**src/rtl/rom_load_pkg.sv**
```systemverilog
// Shared types and address map for the ROM download sequencer and any other
// loader that needs to split the flat HPS download space into ROM regions.
package rom_load_pkg;

  localparam int ADDR_W      = 25;
  localparam int ROM_ADDR_W  = 15;
  localparam int COUNT_W     = 18;
  localparam int NUM_REGIONS = 4;

  localparam logic [ADDR_W-1:0] CPU_BASE  = 25'h00000;
  localparam logic [ADDR_W-1:0] CPU_SIZE  = 25'h08000;
  localparam logic [ADDR_W-1:0] GFX_BASE  = 25'h08000;
  localparam logic [ADDR_W-1:0] GFX_SIZE  = 25'h08000;
  localparam logic [ADDR_W-1:0] SND_BASE  = 25'h10000;
  localparam logic [ADDR_W-1:0] SND_SIZE  = 25'h08000;
  localparam logic [ADDR_W-1:0] PROM_BASE = 25'h18000;
  localparam logic [ADDR_W-1:0] PROM_SIZE = 25'h00100;

  // Encodings 0..3 double as the bit index of the matching write strobe.
  typedef enum logic [2:0] {
    REGION_CPU  = 3'd0,
    REGION_GFX  = 3'd1,
    REGION_SND  = 3'd2,
    REGION_PROM = 3'd3,
    REGION_NONE = 3'd4
  } region_e;

  typedef enum logic [1:0] {
    ST_IDLE = 2'd0,
    ST_LOAD = 2'd1,
    ST_HOLD = 2'd2,
    ST_RUN  = 2'd3
  } state_e;

  function automatic logic in_region(input logic [ADDR_W-1:0] addr,
                                     input logic [ADDR_W-1:0] base,
                                     input logic [ADDR_W-1:0] size);
    return (addr >= base) && (addr < (base + size));
  endfunction

endpackage

```
**src/rtl/rom_load_sequencer_decode.sv**
```systemverilog
// Combinational split of a flat download address into a ROM region and the
// address local to that region.
module rom_region_decode
  import rom_load_pkg::*;
(
  input  logic [ADDR_W-1:0]     addr,
  output region_e               region,
  output logic [ROM_ADDR_W-1:0] local_addr
);

  always_comb begin
    region     = REGION_NONE;
    local_addr = addr[ROM_ADDR_W-1:0];
    if (in_region(addr, CPU_BASE, CPU_SIZE)) begin
      region = REGION_CPU;
    end else if (in_region(addr, GFX_BASE, GFX_SIZE)) begin
      region = REGION_GFX;
    end else if (in_region(addr, SND_BASE, SND_SIZE)) begin
      region = REGION_SND;
    end else if (in_region(addr, PROM_BASE, PROM_SIZE)) begin
      // PROM is only 256 bytes deep, so the upper address bits are forced low.
      region     = REGION_PROM;
      local_addr = {{(ROM_ADDR_W-8){1'b0}}, addr[7:0]};
    end
  end

endmodule

```
**src/rtl/rom_load_sequencer.sv**
```systemverilog
// Routes HPS download bytes into the core ROM regions, counts them, checks the
// image size and keeps the core in reset while loading and for a short hold.
module rom_load_sequencer
  import rom_load_pkg::*;
#(
  parameter int unsigned EXPECTED_BYTES = 98560,
  parameter int unsigned HOLD_CYCLES    = 1024
) (
  input  logic                  clk_sys,
  input  logic                  reset_n,
  input  logic                  ioctl_download,
  input  logic                  ioctl_wr,
  input  logic [ADDR_W-1:0]     ioctl_addr,
  input  logic [7:0]            ioctl_dout,
  input  logic                  user_reset,
  output logic [ROM_ADDR_W-1:0] rom_addr,
  output logic [7:0]            rom_data,
  output logic [3:0]            rom_we,
  output logic                  core_reset,
  output logic                  loaded,
  output logic                  bad_size,
  output logic [COUNT_W-1:0]    byte_count
);

  localparam int HOLD_W = (HOLD_CYCLES > 1) ? $clog2(HOLD_CYCLES) : 1;
  localparam logic [HOLD_W-1:0]  HOLD_LOAD  = HOLD_W'(HOLD_CYCLES - 1);
  localparam logic [COUNT_W-1:0] COUNT_MAX  = '1;
  localparam logic [COUNT_W-1:0] COUNT_GOOD = COUNT_W'(EXPECTED_BYTES);

  state_e                  state_reg, state_next;
  logic                    download_prev_reg;
  logic [HOLD_W-1:0]       hold_cnt_reg, hold_cnt_next;
  logic [COUNT_W-1:0]      byte_count_reg, byte_count_next;
  logic [3:0]              rom_we_reg, rom_we_next;
  logic [ROM_ADDR_W-1:0]   rom_addr_reg, rom_addr_next;
  logic [7:0]              rom_data_reg, rom_data_next;
  logic                    loaded_reg, loaded_next;
  logic                    bad_size_reg, bad_size_next;
  logic                    core_reset_reg, core_reset_next;

  logic                    dl_rise, dl_fall, wr_accept;
  logic [COUNT_W-1:0]      count_after;
  region_e                 region;
  logic [ROM_ADDR_W-1:0]   local_addr;
  logic [NUM_REGIONS-1:0]  region_onehot;

  rom_region_decode u_decode (
    .addr       (ioctl_addr),
    .region     (region),
    .local_addr (local_addr)
  );

  generate
    for (genvar gi = 0; gi < NUM_REGIONS; gi++) begin : g_onehot
      assign region_onehot[gi] = (region == region_e'(3'(gi)));
    end
  endgenerate

  assign dl_rise   = ioctl_download & ~download_prev_reg;
  assign dl_fall   = ~ioctl_download & download_prev_reg;
  // Gating on state alone lets a write in the cycle download drops still land.
  assign wr_accept = (state_reg == ST_LOAD) & ioctl_wr;

  always_comb begin
    count_after = byte_count_reg;
    if (wr_accept && (byte_count_reg != COUNT_MAX)) begin
      count_after = byte_count_reg + 1'b1;
    end
  end

  always_comb begin
    state_next      = state_reg;
    hold_cnt_next   = hold_cnt_reg;
    byte_count_next = count_after;
    loaded_next     = loaded_reg;
    bad_size_next   = bad_size_reg;
    rom_we_next     = wr_accept ? region_onehot : 4'b0000;
    rom_addr_next   = wr_accept ? local_addr : rom_addr_reg;
    rom_data_next   = wr_accept ? ioctl_dout : rom_data_reg;

    unique case (state_reg)
      ST_IDLE: begin
        if (dl_rise) begin
          state_next      = ST_LOAD;
          byte_count_next = '0;
          bad_size_next   = 1'b0;
        end
      end
      ST_LOAD: begin
        if (dl_fall) begin
          state_next    = ST_HOLD;
          loaded_next   = 1'b1;
          bad_size_next = (count_after != COUNT_GOOD);
          hold_cnt_next = HOLD_LOAD;
        end
      end
      ST_HOLD: begin
        if (dl_rise) begin
          state_next      = ST_LOAD;
          byte_count_next = '0;
          bad_size_next   = 1'b0;
        end else if (user_reset) begin
          hold_cnt_next = HOLD_LOAD;
        end else if (hold_cnt_reg == '0) begin
          state_next = ST_RUN;
        end else begin
          hold_cnt_next = hold_cnt_reg - 1'b1;
        end
      end
      ST_RUN: begin
        if (dl_rise) begin
          state_next      = ST_LOAD;
          byte_count_next = '0;
          bad_size_next   = 1'b0;
        end else if (user_reset) begin
          state_next    = ST_HOLD;
          hold_cnt_next = HOLD_LOAD;
        end
      end
      default: state_next = ST_IDLE;
    endcase

    core_reset_next = (state_next != ST_RUN);
  end

  always_ff @(posedge clk_sys) begin
    if (!reset_n) begin
      state_reg         <= ST_IDLE;
      // Tracking the live level means a download already active at release is
      // not mistaken for a new one.
      download_prev_reg <= ioctl_download;
      hold_cnt_reg      <= '0;
      byte_count_reg    <= '0;
      rom_we_reg        <= 4'b0000;
      rom_addr_reg      <= '0;
      rom_data_reg      <= '0;
      loaded_reg        <= 1'b0;
      bad_size_reg      <= 1'b0;
      core_reset_reg    <= 1'b1;
    end else begin
      state_reg         <= state_next;
      download_prev_reg <= ioctl_download;
      hold_cnt_reg      <= hold_cnt_next;
      byte_count_reg    <= byte_count_next;
      rom_we_reg        <= rom_we_next;
      rom_addr_reg      <= rom_addr_next;
      rom_data_reg      <= rom_data_next;
      loaded_reg        <= loaded_next;
      bad_size_reg      <= bad_size_next;
      core_reset_reg    <= core_reset_next;
    end
  end

  assign rom_we     = rom_we_reg;
  assign rom_addr   = rom_addr_reg;
  assign rom_data   = rom_data_reg;
  assign core_reset = core_reset_reg;
  assign loaded     = loaded_reg;
  assign bad_size   = bad_size_reg;
  assign byte_count = byte_count_reg;

endmodule

```
**config.mk**
```make
export PLATFORM = sky130hd
export DESIGN_NAME = rom_load_sequencer
export DESIGN_NICKNAME = d
export VERILOG_FILES = /design/src/rtl/rom_load_pkg.sv /design/src/rtl/rom_load_sequencer_decode.sv /design/src/rtl/rom_load_sequencer.sv
export SDC_FILE = /design/constraint.sdc
export NUM_CORES = 1
export LEC_CHECK = 0
export ABC_AREA = 1
export BUFFER_PORTS_ARGS = -buffer_cell sky130_fd_sc_hd__buf_2
export CAP_MARGIN = 5
export CORE_UTILIZATION = 55
export DETAILED_ROUTE_END_ITERATION = 16
export GPL_ROUTABILITY_DRIVEN = 1
export PLACE_DENSITY = 0.9
export SYNTH_ARGS = -nofsm -noshare
export SYNTH_HDL_FRONTEND = slang
export SYNTH_SLANG_ARGS = --single-unit
```
**constraint.sdc**
```tcl
create_clock -name clk_sys -period 3.9 [get_ports clk_sys]
set_clock_uncertainty 0.05 [all_clocks]
set_input_delay 0.195 -clock clk_sys [delete_from_list [all_inputs] [get_ports clk_sys]]
set_output_delay 0.195 -clock clk_sys [all_outputs]
set_load 0.005 [all_outputs]
```
Word level (Yosys, flattened, before mapping)
Cells that the tools add are included.
{"block": "totals", "mem_bits_rw": 0, "in_bits": 38, "regBits": 61, "romBits": 0, "latchBits": 0, "output_inout_bits": 48, "memories": 0}
{"block": "classes", "shifts": 0, "magnitude_cmp": 8, "div_mod_pow": 0, "muxes": 29, "n_bitwise": 5, "n_addsub": 2, "reduce_logical": 14, "n_mul": 0, "eq_ne": 15}
{"op": "< comparator 25 x 17 -> 1 bit, second input constant", "count": 3}
{"op": "two-way mux 10 bit", "count": 6}
{"op": "two-way mux 15 bit", "count": 4}
{"op": "two-way mux 18 bit", "count": 3}
{"op": ">= comparator 25 x 17 -> 1 bit, second input constant", "count": 2}
{"op": "case mux 10 bit (3 select lines)", "count": 1}
{"op": ">= comparator 25 x 1 -> 1 bit, second input constant", "count": 1}
{"op": ">= comparator 25 x 16 -> 1 bit, second input constant", "count": 1}
{"op": "< comparator 25 x 16 -> 1 bit, second input constant", "count": 1}
{"op": "adder 18 x 1 -> 18 bit, second input constant", "count": 1}
{"op": "inequality test 18 x 17 -> 1 bit, second input constant", "count": 1}
{"op": "inequality test 18 bit, second input constant", "count": 1}
{"op": "two-way mux 2 bit", "count": 7}
{"op": "two-way mux 3 bit", "count": 4}
{"op": "zero test 10 bit", "count": 1}
{"op": "inequality test 2 bit, second input constant", "count": 5}
{"op": "subtractor 10 x 1 -> 10 bit, second input constant", "count": 1}
{"op": "case mux 2 bit (4 select lines)", "count": 1}
{"op": "== test 3 x 2 -> 1 bit, second input constant", "count": 2}
{"op": "AND reduction 2 bit", "count": 3}
{"op": "AND reduction 6 bit", "count": 1}
{"op": "logical AND 1 bit", "count": 5}
{"op": "== test 2 bit, second input constant", "count": 2}
{"op": "bitwise AND 1 bit", "count": 3}
{"op": "other kinds (11)", "count": 13}

Longest topological paths before layout
Gate-level depths: netlist of the first run.
{"block": "depth", "ltp_word": 7, "mapped_depth": 16, "ltp_nobuf": 15}

Modules after synthesis
From an unflattened synthesis of the first run, not the netlist that was laid out.
{"block": "unflattened", "cells_unflattened": 481, "area_unflattened_um2": 3198.1}
{"mod": "rom_load_sequencer", "area_each_um2": 2910.3, "cells_each": 424, "seq_area_each_um2": 1221.2, "n_inst": 1}
{"mod": "rom_region_decode", "area_each_um2": 287.8, "cells_each": 57, "seq_area_each_um2": 0.0, "n_inst": 1}

Least setup slack after synthesis of the first run
OpenSTA, ideal clock, no wires.
{"block": "synth_timing", "path_type": "flip-flop to flip-flop", "start": "register byte_count_reg[0] (netlist: byte_count[0])", "end": "register bad_size_reg (netlist: bad_size)", "arrival_time_ns": 1.795, "slack_ns": 1.937, "required_ns": 3.732, "path_buffers": 1, "setup_time_ns": 0.118, "path_stages_with_launch": 16, "cell_sequence": "dfxtp_1 ha_1 nand2_1 nor2_4 nand2_4 nor2_8 nand2_4 nand2_8 buf_12 o21ai_2 inv_2 nand2_1 nor2_1 nand2_1 nor2_1 nor2_1"}
{"block": "synth_between", "elab_chain_cells": 6}
{"element": "start: declaration", "line": "rom_load_sequencer.sv:33", "source": "logic [COUNT_W-1:0] byte_count_reg, byte_count_next;"}
{"element": "start signal: assignment", "line": "rom_load_sequencer.sv:144", "source": "byte_count_reg <= byte_count_next;"}
{"element": "branches (longest 2 deep; another with adder 18 x 1 -> 18 bit)"}
{"element": "two-way mux 18 bit *", "line": "rom_load_sequencer.sv:66", "source": "if (wr_accept && (byte_count_reg != COUNT_MAX)) begin"}
{"element": "inequality test 18 x 17 -> 1 bit *", "line": "rom_load_sequencer.sv:93", "source": "bad_size_next = (count_after != COUNT_GOOD);"}
{"element": "two-way mux 1 bit *", "line": "rom_load_sequencer.sv:90", "source": "if (dl_fall) begin"}
{"element": "case mux 1 bit (2 select lines) *", "line": "rom_load_sequencer.sv:81", "source": "unique case (state_reg)"}
{"element": "end signal: assignment", "line": "rom_load_sequencer.sv:149", "source": "bad_size_reg <= bad_size_next;"}
{"element": "end: declaration", "line": "rom_load_sequencer.sv:38", "source": "logic bad_size_reg, bad_size_next;"}
Mark *: on every way between the ends. The select of a mux whose other input is x is not followed.
A chain may end at the register's enable or synchronous reset.

Worst setup path in the final report of the first run
{"block": "layout_timing", "start": "register state_reg[1]", "end": "register bad_size_reg (netlist: bad_size)"}
{"block": "layout_between", "elab_chain_cells": 7}
{"element": "start: declaration", "line": "rom_load_sequencer.sv:30", "source": "state_e state_reg, state_next;"}
{"element": "start signal: assignment", "line": "rom_load_sequencer.sv:141", "source": "state_reg <= state_next;"}
{"element": "== test 2 x 1 -> 1 bit", "line": "rom_load_sequencer.sv:62, rom_load_sequencer.sv:81"}
{"element": "bitwise AND 1 bit", "line": "rom_load_sequencer.sv:62", "source": "assign wr_accept = (state_reg == ST_LOAD) & ioctl_wr;"}
{"element": "logical AND 1 bit", "line": "rom_load_sequencer.sv:66"}
{"element": "two-way mux 18 bit", "line": "rom_load_sequencer.sv:66"}
{"element": "inequality test 18 x 17 -> 1 bit", "line": "rom_load_sequencer.sv:93"}
{"element": "two-way mux 1 bit", "line": "rom_load_sequencer.sv:90"}
{"element": "case mux 1 bit (2 select lines)", "line": "rom_load_sequencer.sv:81"}
Several ways; a longest one is shown, not always the timed one. The select of a mux whose other input is x is not followed.

==> results of run 1 <==
[routing by layer]
metal  part of all wire, %  track usage, %  wire, um
met1                    42            31.9      3070
met3                   8.3            8.07       606
met4                   1.8            15.4       131
met5                     0               0         0
met2                    48            46.1      3540
[report_power, final]
part / total (mW) / internal [mW] / switching [mW]
clock: 0.554 / 0.311 / 0.243
combinational: 0.159 / 0.0613 / 0.0975
sequential: 0.671 / 0.652 / 0.0186
[area by class of cell]
cell class	count	area, um2	share of cell area [%]
multi-input combinational	318	1520	42.0
sequential	61	1220	33.7
timing repair buffer	86	435	12.0
inverter	43	161	4.46
clock buffer	12	145	4.01
tap	70	87.6	2.42
clock inverter	4	47.5	1.31
[through the flow]
stage / instances / area, um2
floorplan: 434 / 2980
global placement: 577 / 3420
detailed placement: 577 / 3420
CTS: 594 / 3620
global route: 594 / 3620
finish: 594 / 3620
[worst register-to-register path: cells and delay by family (launching register included)]
family,cells,cell delay (ns)
flops,1,0.32
compound gates,2,0.67
simple gates,6,0.90
buf+inv,2,0.52
[cells in the final DEF (no fill, tap or decap)]
cell type      count
nor2_2             2
xor2_1             6
nand2_4            2
clkinv_2           2
bufinv_16          1
nor3_1             5
o22ai_1            1
nor2_1            86
clkbuf_1           2
nand4_1            4
xnor2_1            4
nand3_1           25
clkinvlp_4         1
clkinv_1           1
clkbuf_8          10
a31oi_1            4
dfxtp_1           61
ha_1               2
and3_1             1
inv_1             40
o21ai_2            1
o21ai_1            1
a21oi_2            1
nor4_1             3
inv_2              2
o21ai_0           29
a22oi_1            1
a21oi_1           25
nand2_8            1
nor2_4             2
buf_2             85
nor2_8             2
nor4b_1            1
dlygate4sd3_1      1
nand2_1          103
nand2_2            4
nand3b_1           2
[cell families (layout without fill, tap and decap cells)]
| logic type | Yosys count | in the layout | share of synthesized area (%) |
|---|---|---|---|
| AO/OA/AOI/OAI | 63 | 63 | 11.1 |
| XOR/XNOR | 10 | 10 | 2.94 |
| adder cells (fa/ha/maj) | 2 | 2 | 0.841 |
| buffers and inverters | 55 | 145 | 7.86 |
| flip-flops | 61 | 61 | 41.0 |
| AND/OR/NAND/NOR | 243 | 243 | 36.2 |
[final timing paths]
kind	from	slack (ns)	end
max	state_reg[1]	1.34	bad_size
min	ioctl_addr[15]	0.02	rom_we[0]
max reg2reg	state_reg[1]	1.34	bad_size
min reg2reg	rom_addr[12]	0.41	rom_addr[12]
==> results.yml, run 1 <==
synth:
  syn_avg_cell_area_um2: 6.86
  synthCells: 434
  ys_top_cells_by_count: "103 x nand2_1, 86 x nor2_1, 61 x dfxtp_1"
  yosys_register_bits: 61
  ys_types: 34
  synthFlopType: "dfxtp_1"
  synth_area_leader_cell: "dfxtp_1"
  ys_top_cells_by_area: "dfxtp_1 41%, nand2_1 13%, nor2_1 11%"
  yosysMostFrequentCell: "nand2_1"
  yosysWarnings: 0
  synth_nets: 474
  yosysSeqAreaShare_pct: 41.0
  async_reset_ff_share_pct: 0
  syn-cell-area_mm2: 0.00298
  netlist.area_leader.share_pct: 41.0
  synth-edff-count: 0
worst_hold_path:
  hp-class: "in -> reg"
  worstHoldPathCells: 2
routing:
  ant_nets: 0
  wire_per_inst_um: 12.4
  drc: 0
  dr_total_vias: 3158
  routed_via_density: 5.32
  drtPass1Iterations: 5
  routed_wirelength_um: 7340
  first_iter_violations: 212
critical_path:
  crit_arrival_ns: 2.75
  worstSetupPathDepth: 10
  critPathCaptureType: "flop"
  slowest_stage: "a21oi_2"
  reg2reg_depth: 10
  crit_family: "simple AND/OR/NAND/NOR gates"
  path_cells: "inv_1, nand2_2, nor2_8, inv_1, a21oi_2, o21ai_1, nor2_1, nand4_1, nor2_1, nor2_1"
  crit_required_ns: 4.08
  crit_top_cell: "nor2_1"
  timing.critical_path.buf_inv: 2
  critPathKind: "reg -> reg"
  critPathMaxFanout: 35
  critPathMaxStageDelay_ns: 0.53
  start_kind: "flop"
clock_network:
  cts_setup_buffers: 0
  cts.clk_slew.worst_paths_ns: 0.07
  cts_buffer_depth: 2
  clk_latency_ns: 0.34
  cts-root-buf: "clkbuf_8"
  hold_buffers: 1
  htree_num_levels: 3
  cts_tree: "done"
  cts_buffers: 9
  cts_resized: 0
  clkSinkCount: 61
power_and_ir_drop:
  power_mw: 1.38
  leakage_nw: 1.77
  max-vdd-ir-drop_v: 0.000316
  power_density_mw_per_mm2: 382
place:
  place_ws_ns: 1.36
  dp_hpwl_um: 5320
  port_buffers: 85
  gp_congestion: 0.866
timing:
  finalSetupViolations: 0
  worstMarginPinSlew_ns: 0.645
  hold_viol_final: 0
  rsz0062_at_grt: "no"
  fin_ws_ns: 1.34
  slew_violations: 0
  fin_crit_ns: 2.56
  fmax_mhz: 390
  max_slew_margin_pct: 57.0
  holdWs_ns: 0.0205
  fin_crit_sh_pct: 65.7
  tns_ns: 0
floorplanning:
  die_area_mm2: 0.00571
  ios: 86
  dieHeight_um: 75.6
  die_w_um: 75.6
  rows: 26
  initial_core_util_pct: 57.5
  coreArea_mm2: 0.00517
global_route:
  grt_pass1_wl_um: 11700
  grt_overflow: 0
  grt_pass1_vias: 2814
  grt_max_degree: 36
  track_usage_pct: 27.7
  antenna_found_initial: 0
final_layout:
  area_growth_pct: 21.6
  n_antenna_cell: 0
  largest_reg_flops: 18
  fill_cells: 420
  fin_util_pct: 70.0
  drive_gt1_share_pct: 22.1
  nets: 559
run:
  maxCapViolCount: 0
status:
  status: "complete, no violations"
(Power assumes the default switching activity.)
==> inputs of run 2 (changes only) <==
--- a/config.mk
+++ b/config.mk
@@ -8,10 +8,10 @@
 export ABC_AREA = 1
 export BUFFER_PORTS_ARGS = -buffer_cell sky130_fd_sc_hd__buf_2
 export CAP_MARGIN = 5
-export CORE_UTILIZATION = 55
+export CORE_UTILIZATION = 52
 export DETAILED_ROUTE_END_ITERATION = 16
 export GPL_ROUTABILITY_DRIVEN = 1
-export PLACE_DENSITY = 0.9
+export PLACE_DENSITY = 0.86
 export SYNTH_ARGS = -nofsm -noshare
 export SYNTH_HDL_FRONTEND = slang
 export SYNTH_SLANG_ARGS = --single-unit
==> constraint.sdc (replaced) <==
create_clock -name clk_sys -period 2.4 [get_ports clk_sys]
set_clock_uncertainty 0.05 [all_clocks]
set_input_delay 0.12 -clock clk_sys [delete_from_list [all_inputs] [get_ports clk_sys]]
set_output_delay 0.12 -clock clk_sys [all_outputs]
set_load 0.005 [all_outputs]
==> run 2 against run 1 <==
Net effect:
- design area up 8.2%
- power increased by 76%
- clock-buffer cell count down 2
- die area increased by 5.6%
- sequential power rose by 62%
- non-clock buffer count rose by 27
==> results.yml, run 2 (synthesis gave the netlist of run 1 again) <==
routing:
  highest_layer: "met4"
  first_iter_violations: 200
  dr_total_vias: 3301
  dr_wl_met3_um: 630
  ant_nets: 0
  routed_via_density: 5.30
  dr_wl_met2_um: 4400
  met1_length_um: 3600
  routed_wirelength_um: 8800
  wire_per_inst_um: 14.1
  drtPass1Iterations: 5
  drc: 0
final_layout:
  fin_util_pct: 71.1
  layout_common_cells: "103 x nand2_1, 86 x nor2_1, 85 x buf_2, 61 x dfxtp_1, 40 x inv_1"
  n_antenna_cell: 0
  drive_gt1_share_pct: 22.3
  largest_reg_flops: 18
  mostFrequentLayoutCell: "nand2_1"
  nets: 586
  stdcell_area_mm2: 0.00392
  final_cells: 623
  area_growth_pct: 31.6
critical_path:
  critPathCaptureType: "flop"
  rr_startpoint: "byte_count[0]"
  crit_arrival_ns: 2.40
  rr_endpoint: "bad_size"
  rrSetupSlack_ns: 0.18
  critPathKind: "reg -> reg"
  reg2reg_depth: 14
  crit_required_ns: 2.58
  start_kind: "flop"
  critPathMaxFanout: 9
timing:
  fmax_mhz: 450
  hold_viol_final: 0
  rsz0062_at_grt: "no"
  max_slew_margin_pct: 66.7
  fin_ws_ns: 0.179
  finalSetupViolations: 0
  fin_crit_sh_pct: 92.5
  fin_crit_ns: 2.22
  worstMarginPinSlew_ns: 0.496
  slew_violations: 0
  tns_ns: 0
power_and_ir_drop:
  power_density_mw_per_mm2: 621
  max-vdd-ir-drop_v: 0.000481
  leakage_nw: 1.90
floorplanning:
  dieHeight_um: 77.6
  ios: 86
  die_w_um: 77.6
  rows: 27
  die_area_mm2: 0.00603
  coreArea_mm2: 0.00551
  initial_core_util_pct: 54.0
global_route:
  grt_overflow: 0
  grt_pass1_vias: 3234
  grt_max_degree: 27
  track_usage_pct: 30.2
  antenna_found_initial: 0
  grt_pass1_wl_um: 14300
place:
  dp_hpwl_um: 5430
  dp_cells: 583
  place_ws_ns: 0.234
  place_area_mm2: 0.00345
  gp_congestion: 0.878
  port_buffers: 85
clock_network:
  clk_latency_ns: 0.34
  cts_tree: "done"
  cts_setup_buffers: 0
  cts_buffer_depth: 2
  cts_buffers: 9
  clkSinkCount: 61
  cts-root-buf: "clkbuf_8"
  htree_num_levels: 3
  cts.clk_slew.worst_paths_ns: 0.07
worst_hold_path:
  hp-class: "in -> reg"
  min_to: "rom_addr[10]"
  hp-start: "ioctl_addr[10]"
  worstHoldPathCells: 3
run:
  maxCapViolCount: 0
status:
  status: "complete, no violations"
run 2: worst max-delay path, cell delays in order, from the launching register on:
cell,delay [ns]
dfxtp_1,0.47
ha_2,0.28
nand2_1,0.11
nor2_4,0.16
nand2_4,0.09
nor2_8,0.14
nand2_4,0.12
nand3b_1,0.13
nand2_1,0.06
nor2_1,0.08
nand2_1,0.06
nor2_1,0.14
nand2_1,0.06
nor2_1,0.09
nor2_1,0.05
run 2: per-layer routing:
layer | global-route usage, % | up-vias
li1 | - | 1610
met1 | 33.6 | 1523
met2 | 54.0 | 154
met3 | 7.18 | 14
met4 | 14.2 | 0
met5 | 0 | -
run 2: final cells by class:
class / count / area (um2)
flip-flops and latches: 61 / 1220
inverters: 43 / 161
fillers: 428 / 1590
clock inverters: 6 / 86.3
clock buffers: 10 / 138
multi-input cells: 318 / 1520
repair buffers: 113 / 696
well taps: 72 / 90.1
run 2: where the power goes:
part	leakage [nW]	switching (mW)	total (mW)	internal [mW]
combinational	1.29	0.173	0.302	0.129
sequential	0.496	0.0317	1.09	1.06
clock	0.112	0.427	1.04	0.611
run 2: timing repair:
action	4_1_cts	5_1_grt
setup endpoints to repair	0	1
endpoints found under the hold margin	26	0
gates resized for setup	0	1
hold buffers	24	0
run 2: how the worst max path moves through the flow:
stage,endpoint,startpoint,cells after the start
after floorplan,bad_size,byte_count[0],15
after global placement,bad_size,byte_count[0],14
after detailed placement,bad_size,byte_count[0],14
after CTS,bad_size,byte_count[0],14
after global routing,bad_size,byte_count[0],14
final,bad_size,byte_count[0],14
run 2: metrics by stage:
stage | total power, mW | hold slack (ns)
finish | 2.43 | 0.0234
CTS | 2.42 | 0.00628
detailed placement | 1.37 | 0.205
global route | 2.53 | 0.0142
floorplan | 1.27 | 0.0977
global placement | 1.36 | 0.200
==> inputs of run 3 (changes only) <==
--- a/config.mk
+++ b/config.mk
@@ -5,13 +5,13 @@
 export SDC_FILE = /design/constraint.sdc
 export NUM_CORES = 1
 export LEC_CHECK = 0
-export ABC_AREA = 1
 export BUFFER_PORTS_ARGS = -buffer_cell sky130_fd_sc_hd__buf_2
 export CAP_MARGIN = 5
-export CORE_UTILIZATION = 52
+export CORE_UTILIZATION = 51
 export DETAILED_ROUTE_END_ITERATION = 16
 export GPL_ROUTABILITY_DRIVEN = 1
-export PLACE_DENSITY = 0.86
+export HOLD_SLACK_MARGIN = 0.08
+export PLACE_DENSITY = 0.85
 export SYNTH_ARGS = -nofsm -noshare
 export SYNTH_HDL_FRONTEND = slang
 export SYNTH_SLANG_ARGS = --single-unit
==> run 3 against run 2 <==
Net effect:
- clock power down 4%
- sequential share of layout area fell by 0.27 points
- non-clock buffer count up 17
- worst hold slack gained 0.085 ns
- sequential cell count stayed put
- global-route usage shrank 0.48 points
- critical path type unchanged
==> results.yml, run 3 <==
global_route:
  grt_overflow: 0
  grt_max_degree: 27
  track_usage_pct: 29.8
  grt_pass1_vias: 2915
  grt_pass1_wl_um: 13800
  antenna_found_initial: 0
critical_path:
  timing.critical_path.buf_inv: 2
  cp-startpoint: "state_reg[1]"
  critPathCaptureType: "flop"
  critPathMaxStageDelay_ns: 0.57
  slowest_stage: "dlygate4sd3_1"
  crit_required_ns: 2.64
  critPathKind: "reg -> reg"
  crit_family: "simple AND/OR/NAND/NOR gates"
  start_kind: "flop"
  critPathMaxFanout: 24
  path_cells: "nand3b_1, buf_6, nor4_2, nand4b_1, or2_2, nor2_1, dlygate4sd3_1"
  crit_arrival_ns: 2.55
  rr_startpoint: "state_reg[1]"
floorplanning:
  ios: 86
  die_area_mm2: 0.00593
  coreArea_mm2: 0.00527
  rows: 26
  die_w_um: 77.0
  dieHeight_um: 77.0
  initial_core_util_pct: 54.5
worst_hold_path:
  hp-class: "in -> reg"
  hp-start: "user_reset"
timing:
  tns_ns: 0
  worstMarginPinSlew_ns: 0.477
  fmax_mhz: 433
  fin_crit_ns: 2.31
  slew_violations: 0
  fin_crit_sh_pct: 96.3
  max_slew_margin_pct: 67.9
  finalSetupViolations: 0
  hold_viol_final: 0
power_and_ir_drop:
  max-vdd-ir-drop_v: 0.000430
  internal-power_mw: 1.75
  switching_share_pct: 23.3
  switchingPower_uw: 532
  seqPwrFrac_pct: 46.3
  power_mw: 2.28
  p_comb_share_pct: 9.9
  leakage_nw: 1.59
  pwr-share-clk_pct: 43.8
  power_density_mw_per_mm2: 576
final_layout:
  largest_reg_flops: 18
  drive_gt1_share_pct: 27.6
  area_growth_pct: 38.0
  layout_common_cells: "85 x buf_2, 64 x nand2_1, 58 x dfxtp_1, 38 x a21oi_1, 33 x dlygate4sd3_1"
  n_antenna_cell: 0
  mostFrequentLayoutCell: "buf_2"
  nets: 514
  fill_cells: 370
clock_network:
  cts-root-buf: "clkbuf_8"
  cts_tree: "done"
  cts.clk_slew.worst_paths_ns: 0.07
  clk_latency_ns: 0.34
  htree_num_levels: 3
  clkSinkCount: 61
  cts_buffers: 9
  cts_buffer_depth: 2
synth:
  synth-simple-area-share_pct: 30.3
  synth-edff-count: 0
  synth_nets: 387
  synthCells: 347
  ys_top_cells_by_area: "dfxtp_1 43%, nand2_1 8.4%, a21oi_1 6.6%"
  ys_types: 59
  yosysSeqAreaShare_pct: 42.5
  async_reset_ff_share_pct: 0
  synthAdderAreaFrac_pct: 0.872
  yosysWarnings: 0
  synthMuxAreaShare_pct: 0.697
  yosysMostFrequentCell: "nand2_1"
  synth_top_family_by_area: "simple AND/OR/NAND/NOR gates"
  synth_area_leader_cell: "dfxtp_1"
  yosys_register_bits: 61
  synthFlopType: "dfxtp_1"
  ys_top_cells_by_count: "64 x nand2_1, 61 x dfxtp_1, 38 x a21oi_1"
  syn-cell-area_mm2: 0.00287
  syn_avg_cell_area_um2: 8.27
  netlist.area_leader.share_pct: 42.5
  synth-compound-area-share_pct: 17.7
  synthXorXnorAreaFrac_pct: 4.58
routing:
  first_iter_violations: 152
  ant_nets: 0
  wire_per_inst_um: 15.7
  routed_via_density: 5.69
  drtPass1Iterations: 4
  routed_wirelength_um: 8600
  drc: 0
  dr_total_vias: 3116
place:
  dp_hpwl_um: 5290
  gp_congestion: 0.929
  port_buffers: 85
run:
  maxCapViolCount: 0
status:
  status: "complete, no violations"
[run 3: changes by cell type after synthesis, moves of 5 or more]
cell,before,now
nand3_1,25,4
inv_1,40,5
nor4_1,3,8
o21ai_0,29,10
a21oi_1,25,38
nor2_1,86,31
nor3_1,5,13
xnor2_1,4,9
nand2_1,103,64
nand2b_1,0,6
[run 3: stage by stage]
stage / std cells / instance area [um2] / util, % / setup WS, ns / hold slack, ns
2_1_floorplan: 347 / 2870 / - / 0.248 / 0.0977
3_3_place_gp: 497 / 3380 / 64.1 / 0.266 / 0.212
3_5_place_dp: 497 / 3380 / 64.1 / 0.202 / 0.215
4_1_cts: 545 / 3920 / 74.4 / 0.0518 / 0.0919
5_1_grt: 548 / 3960 / 75.2 / -0.0144 / 0.129
6_report: 548 / 3960 / 75.2 / 0.0881 / 0.109
[run 3: cell type report]
type	count	area, um2	share of cell area [%]
well taps	70	87.6	2.21
repair buffers	130	850	21.4
clock buffers	10	138	3.47
clock inverters	5	75.1	1.90
flip-flops and latches	61	1220	30.9
multi-input cells	266	1560	39.5
inverters	6	22.5	0.569
[run 3: repair_timing]
action                                 in CTS  in global routing
setup buffers                               0                  3
resized for setup                           0                  6
endpoints found under the hold margin      31                  0
hold buffers                               33                  0
setup endpoints to repair                   0                  4
[run 3: worst paths after layout]
check                     to  slack (ns)  cells past startpoint
max                rom_we[2]        0.09                      7
min          hold_cnt_reg[7]        0.11                      3
max reg2reg        rom_we[2]        0.09                      7
min reg2reg      rom_addr[2]        0.41                      2
[run 3: power groups by stage]
stage | clock, mW | combinational (mW) | sequential [mW]
final | 1.00 | 0.226 | 1.06
after global placement | 0 | 0.175 | 1.08
after global routing | 1.06 | 0.247 | 1.06
after detailed placement | 0 | 0.180 | 1.08
after floorplan | 0 | 0.107 | 1.08
after CTS | 1.01 | 0.216 | 1.06
[run 3: kinds of logic (layout without fill, tap and decap cells)]
family,Yosys count,in the layout
AND/OR/NAND/NOR,167,167
AO/OA/AOI/OAI,80,80
flip-flops,61,61
buffers and inverters,20,151
XOR/XNOR,15,15
adder cells (fa/ha/maj),2,2
multiplexers,2,2
[run 3: worst min-delay path, stage by stage]
cell,delay (ns)
buf_2,0.10
a21oi_1,0.12
a21oi_1,0.12
[run 3: routing by layer]
| metal | global-route usage, % | vias up | share of wire (%) |
|---|---|---|---|
| met3 | 8.93 | 37 | 7.6 |
| li1 | - | 1486 | - |
| met4 | 13.0 | 0 | 3.5 |
| met5 | 0 | - | 0 |
| met2 | 52.2 | 151 | 50 |
| met1 | 33.1 | 1442 | 39 |
